File: config.mk
export PLATFORM = sky130hd
export DESIGN_NAME = clock_div_ctrl_flat
export DESIGN_NICKNAME = d
export VERILOG_FILES = /design/src/rtl/clock_div_ctrl_if.sv /design/src/rtl/clock_div_ctrl.sv /design/src/flat_wrapper.sv
export SDC_FILE = /design/constraint.sdc
export NUM_CORES = 1
export LEC_CHECK = 0
export CORE_ASPECT_RATIO = 0.6
export CORE_MARGIN = 2
export CORE_UTILIZATION = 31
export DETAILED_ROUTE_END_ITERATION = 6
export GPL_TIMING_DRIVEN = 0
export PLACE_DENSITY = 0.49
export SLEW_MARGIN = 20
export SYNTH_ARGS = -nofsm -noshare
export SYNTH_HDL_FRONTEND = slang
export SYNTH_SLANG_ARGS = --single-unit
File: constraint.sdc
create_clock -name clk_in -period 5.59 [get_ports clk_in]
set_clock_uncertainty 0.15 [all_clocks]
set_input_delay 1.118 -clock clk_in [delete_from_list [all_inputs] [get_ports clk_in]]
set_output_delay 1.118 -clock clk_in [all_outputs]
set_load 0.005 [all_outputs]
File: src/rtl/clock_div_ctrl_if.sv
// rtl/clock_div_ctrl_if.sv - reconfiguration request/response bundle for clock_div_ctrl
// The requester drives the request fields; the controller answers with ready/done/err.
interface clock_div_ctrl_if;
  logic        cfg_valid;
  logic [1:0]  cfg_ch;
  logic [15:0] cfg_half;
  logic        cfg_ready;
  logic        cfg_done;
  logic        cfg_err;

  modport master (
    output cfg_valid, cfg_ch, cfg_half,
    input  cfg_ready, cfg_done, cfg_err
  );

  modport slave (
    input  cfg_valid, cfg_ch, cfg_half,
    output cfg_ready, cfg_done, cfg_err
  );
endinterface

File: src/rtl/clock_div_ctrl.sv
// rtl/clock_div_ctrl.sv - three-channel programmable clock divider with boundary-synchronous reconfiguration
// Half-period changes are applied only at a channel's toggle boundary so no phase is cut short or stretched.
module clock_div_ctrl #(
  parameter logic [15:0] HALF0 = 16'd2500,
  parameter logic [15:0] HALF1 = 16'd500,
  parameter logic [15:0] HALF2 = 16'd658
) (
  input  logic             clk_in,
  input  logic             rst_n,
  input  logic [2:0]       ch_en,
  clock_div_ctrl_if.slave  cfg,
  output logic [2:0]       clk_out,
  output logic [2:0]       tick
);

  typedef enum logic [1:0] {
    IDLE,
    PEND,
    DONE
  } state_t;

  state_t      state_q;
  state_t      state_d;

  logic [1:0]  req_ch_q;
  logic [15:0] req_half_q;
  logic        req_err_q;

  logic [15:0] half_q [3];
  logic [15:0] cnt_q  [3];

  logic [2:0]  boundary;
  logic        accept;
  logic        pend_hit;
  logic        commit;

  always_comb begin
    boundary = 3'b000;
    for (int i = 0; i < 3; i++) begin
      boundary[i] = ch_en[i] && (cnt_q[i] == half_q[i] - 16'd1);
    end
  end

  assign accept = cfg.cfg_valid && (state_q == IDLE);

  // A disabled target has cnt held at 0, so committing immediately cannot overshoot.
  always_comb begin
    pend_hit = 1'b0;
    case (req_ch_q)
      2'd0:    pend_hit = !ch_en[0] || boundary[0];
      2'd1:    pend_hit = !ch_en[1] || boundary[1];
      2'd2:    pend_hit = !ch_en[2] || boundary[2];
      default: pend_hit = 1'b1;
    endcase
  end

  always_comb begin
    state_d = state_q;
    commit  = 1'b0;
    case (state_q)
      IDLE: begin
        if (accept) begin
          state_d = (cfg.cfg_ch == 2'd3) ? DONE : PEND;
        end
      end
      PEND: begin
        if (pend_hit) begin
          commit  = 1'b1;
          state_d = DONE;
        end
      end
      DONE:    state_d = IDLE;
      default: state_d = IDLE;
    endcase
  end

  always_ff @(posedge clk_in or negedge rst_n) begin
    if (!rst_n) begin
      state_q <= IDLE;
    end else begin
      state_q <= state_d;
    end
  end

  always_ff @(posedge clk_in or negedge rst_n) begin
    if (!rst_n) begin
      req_ch_q   <= 2'd0;
      req_half_q <= 16'd1;
      req_err_q  <= 1'b0;
    end else if (accept) begin
      req_ch_q   <= cfg.cfg_ch;
      req_half_q <= (cfg.cfg_half == 16'd0) ? 16'd1 : cfg.cfg_half;
      req_err_q  <= (cfg.cfg_ch == 2'd3);
    end
  end

  assign cfg.cfg_ready = (state_q == IDLE);
  assign cfg.cfg_done  = (state_q == DONE);
  assign cfg.cfg_err   = (state_q == DONE) && req_err_q;

  // The boundary toggle below still compares against the old half; the new one governs the next phase.
  always_ff @(posedge clk_in or negedge rst_n) begin
    if (!rst_n) begin
      half_q[0] <= HALF0;
      half_q[1] <= HALF1;
      half_q[2] <= HALF2;
      for (int i = 0; i < 3; i++) begin
        cnt_q[i] <= 16'd0;
      end
      clk_out <= 3'b000;
      tick    <= 3'b000;
    end else begin
      for (int i = 0; i < 3; i++) begin
        if (commit && (req_ch_q == i[1:0])) begin
          half_q[i] <= req_half_q;
        end
        if (!ch_en[i]) begin
          cnt_q[i]   <= 16'd0;
          clk_out[i] <= 1'b0;
          tick[i]    <= 1'b0;
        end else if (boundary[i]) begin
          cnt_q[i]   <= 16'd0;
          clk_out[i] <= ~clk_out[i];
          tick[i]    <= 1'b1;
        end else begin
          cnt_q[i]   <= cnt_q[i] + 16'd1;
          tick[i]    <= 1'b0;
        end
      end
    end
  end

endmodule

File: src/flat_wrapper.sv
// flat-port wrapper written by rule: the top's interface ports become plain ports
module clock_div_ctrl_flat 
#(
  parameter logic [15:0] HALF0 = 16'd2500,
  parameter logic [15:0] HALF1 = 16'd500,
  parameter logic [15:0] HALF2 = 16'd658
)
  (clk_in, rst_n, ch_en, clk_out, tick, cfg_cfg_valid, cfg_cfg_ch, cfg_cfg_half, cfg_cfg_ready, cfg_cfg_done, cfg_cfg_err);
  clock_div_ctrl_if cfg_i ();
  input  logic clk_in;
  input  logic rst_n;
  input  logic [2:0] ch_en;
  output logic [2:0] clk_out;
  output logic [2:0] tick;
  input wire logic [$bits(cfg_i.cfg_valid)-1:0] cfg_cfg_valid;
  input wire logic [$bits(cfg_i.cfg_ch)-1:0] cfg_cfg_ch;
  input wire logic [$bits(cfg_i.cfg_half)-1:0] cfg_cfg_half;
  output wire logic [$bits(cfg_i.cfg_ready)-1:0] cfg_cfg_ready;
  output wire logic [$bits(cfg_i.cfg_done)-1:0] cfg_cfg_done;
  output wire logic [$bits(cfg_i.cfg_err)-1:0] cfg_cfg_err;
  assign cfg_i.cfg_valid = cfg_cfg_valid;
  assign cfg_i.cfg_ch = cfg_cfg_ch;
  assign cfg_i.cfg_half = cfg_cfg_half;
  assign cfg_cfg_ready = cfg_i.cfg_ready;
  assign cfg_cfg_done = cfg_i.cfg_done;
  assign cfg_cfg_err = cfg_i.cfg_err;
  clock_div_ctrl #(.HALF0(HALF0), .HALF1(HALF1), .HALF2(HALF2)) u_core (.clk_in(clk_in), .rst_n(rst_n), .ch_en(ch_en), .cfg(cfg_i), .clk_out(clk_out), .tick(tick));
endmodule
==> summary.md <==
| Metric | Value |
|---|---|
| IO buf count | 32 |
| Slew Viols, Final | 0 |
| # DRC | 0 |
| Final core occ | 38.0% |
| Fillers | 2,100 |
| Place WS | 1.22 ns |
| CTS buffer count | 17 |
| Total of max-cap violations | 0 |
| Minimum clock period | 4.45 ns |
| Drt via density | 4.98 |
| Num rows | 41 |
| Hold Vio Cnt, Final | 0 |
| Post-CTS Setup Inserts | 0 |
| Grt ovf | 0 |
| TritonCTS clock tree | done |
| Share of cells above drive strength 1 | 18.5% |
| Multi-input gate area | 3520 µm² |
| Hold-fix buffers, CTS | 0 |
| Die ar. | 23,100 µm² |
| Tightest Pin Transition | 0.874 ns |
| First-pass GRT wire length | 27,400 µm |
| Cell Area, Synth | 6770 µm² |
| Top_reg_cell synth | dfrtp_1 |
| Post-DP HPWL | 12,300 µm |
| Critical path capture point type | flop |
| Hold_ws | 0.387 ns |
| Fin crit share | 79.6% |
| Most frequent cell after synthesis | dfrtp_1 |
| Static Leakage | 3.34 nW |
| Startpoint Class | flop |
| Setup tns final | 0 ns |
| Post-synth cell types | 65 |
| Register Area | 3100 µm² |
| Synth top cells by count | 107 x dfrtp_1, 79 x nor2_1, 56 x mux2_2 |
| Register area share after synthesis | 45.8% |
| DR vias | 4,855 |
| Outcome | finished, final reports clean |
| Final Setup Violations | 0 |
| Unrepaired setup endpoints after global routing | false |
| Inserted Diodes | 0 |
| Critical Path AT | 4.60 ns |
| Wirelength per Cell | 17.0 µm |
| Max VDD drop | 0.267 mV |
| Nets | 713 |
| Syn nets | 661 |
| DP Area | 7470 µm² |
| Asr flop ratio synth | 100% |
| P&R area growth vs syn | 19.2% |
| FMAX | 225 MHz |
| Die Y | 118 µm |
| Pwr Density | 494 nW/µm² |
| Crit Path Max Fanout | 10 |
| 1st-iter DRT viols | 320 |
| DRT antenna net count | 0 |
| Pin count of the biggest net entering global routing | 81 |
| Synth area leaders | dfrtp_1 40%, mux2_2 9.3%, xnor2_1 6.6%, xor2_1 6.3%, dfstp_2 6.2% |
| Number of enable flip-flop cells after synthesis | 0 |
| Fin worst setup slack | 1.14 ns |
| Placer congestion estimate | 0.839 |
| Dominant cell type by area after synthesis | dfrtp_1 |
| Initial antenna violation count | 0 |
| Die width | 195 µm |
| #FFs+latches synth | 123 |
| Worst-path clk slew | 0.06 ns |
| Clock sink count | 123 |
| Post-route design area | 8070 µm² |
| Worst-Skew Late Latency | 0.42 ns |
| Top cell type's share of synthesized area | 39.5% |
| Warnings from Yosys | 0 |
| Core area | 21,200 µm² |
| Drt total wl | 16,600 µm |
| GRT Total Usage | 15.4% |
| Vias in the first global route | 4,945 |
| CTS H-tree lvls | 4 |
| Clock root buffer | clkbuf_16 |
| Max_slew headroom | 41.2% |
| Drt first pass iters | 5 |
| CP required | 5.74 ns |
| Hold WC Path Type | flop to flop |
| Post-cts sizing count | 0 |
| Cells after synthesis | 631 |
| CTS max path bufs | 2 |
| Setup CP Type | flop to flop |
| Initial core utilization | 31.9% |
| Synthesized area per cell | 10.7 µm² |
| Ports | 33 |
[cells in the final DEF (no fill, tap or decap), drive strengths merged, types with 8 or more instances in the layout]
cell type      instances
and2                  10
and3                  15
buf                    8
clkbuf                38
clkdlybuf4s50         31
dfrtp                107
dfstp                 16
inv                   15
mux2                  66
nand2                 21
nand3                 30
nor2                  79
nor2b                 10
nor3                  14
nor4                  16
xnor2                 51
xor2                  49
[critical path, stage by stage, from the launching register on]
cell	delay (ns)
dfrtp_1	0.43
inv_1	0.08
ha_1	0.19
or3b_1	0.47
or3_1	0.40
or4b_1	0.54
a2111oi_0	0.66
nand4_1	0.36
nand2_2	0.32
nand4b_4	0.21
buf_6	0.22
mux2_4	0.30
[power breakdown]
| group | internal [W] | switching (W) |
|---|---|---|
| combinational | 0.000673 | 0.000602 |
| clock | 0.000756 | 0.000404 |
| sequential | 0.00118 | 0.000371 |
[routing by layer]
layer	routed length, µm	global-route usage, %
met5	0	0
met4	210	4.87
met3	789	3.51
met2	6620	20.9
met1	8980	23.8
[sequential cells by signal, summed over array words and instances (netlist names)]
| register | cells |
|---|---|
| u_core.req_half_q | 16 |
| u_core.req_ch_q | 2 |
| u_core.tick | 3 |
| u_core.req_err_q | 1 |
| u_core.half_q | 48 |
| u_core.cnt_q | 48 |
| u_core.state_q | 2 |
| u_core.clk_out | 3 |
[area by class of cell]
class	count	share of cell area, %
Buffer	20	1.15
Inverter	15	0.697
Timing Repair Buffer	33	4.32
Multi-Input combinational cell	473	43.6
Clock buffer	24	5.72
Tap cell	279	4.32
Clock inverter	8	1.77
Sequential cell	123	38.4
[worst paths after layout]
check | endpoint | cells after the start | from | slack (ns)
max | u_core.half_q[10]$_DFFE_PN0P_ | 11 | u_core.half_q[0]$_DFFE_PN0P_ | 1.14
min | u_core.req_err_q$_DFFE_PN0P_ | 2 | u_core.req_err_q$_DFFE_PN0P_ | 0.39
max reg2reg | u_core.half_q[10]$_DFFE_PN0P_ | 11 | u_core.half_q[0]$_DFFE_PN0P_ | 1.14
min reg2reg | u_core.req_err_q$_DFFE_PN0P_ | 2 | u_core.req_err_q$_DFFE_PN0P_ | 0.39
max in group asynchronous | u_core.req_half_q[0]$_DFFE_PN1P_ | 2 | rst_n | 4.04
min in group asynchronous | u_core.tick[1]$_DFF_PN0_ | 1 | rst_n | 0.47
[kinds of logic after synthesis]
group / after synthesis / synth area share (%)
compound gates: 52 / 6.10
xor+xnor: 101 / 13.3
fa+ha+maj: 6 / 1.11
buf+inv: 35 / 2.20
flops: 123 / 45.8
mux: 71 / 12.3
simple gates: 243 / 19.3
[metrics by stage]
| step | cells | total power (W) |
|---|---|---|
| 2_1_floorplan | 631 | 0.00241 |
| 3_3_place_gp | 942 | 0.00277 |
| 3_5_place_dp | 943 | 0.00283 |
| 4_1_cts | 975 | 0.00402 |
| 5_1_grt | 975 | 0.00424 |
| 6_report | 975 | 0.00399 |
Note: power is estimated with default switching activity, not from simulation.
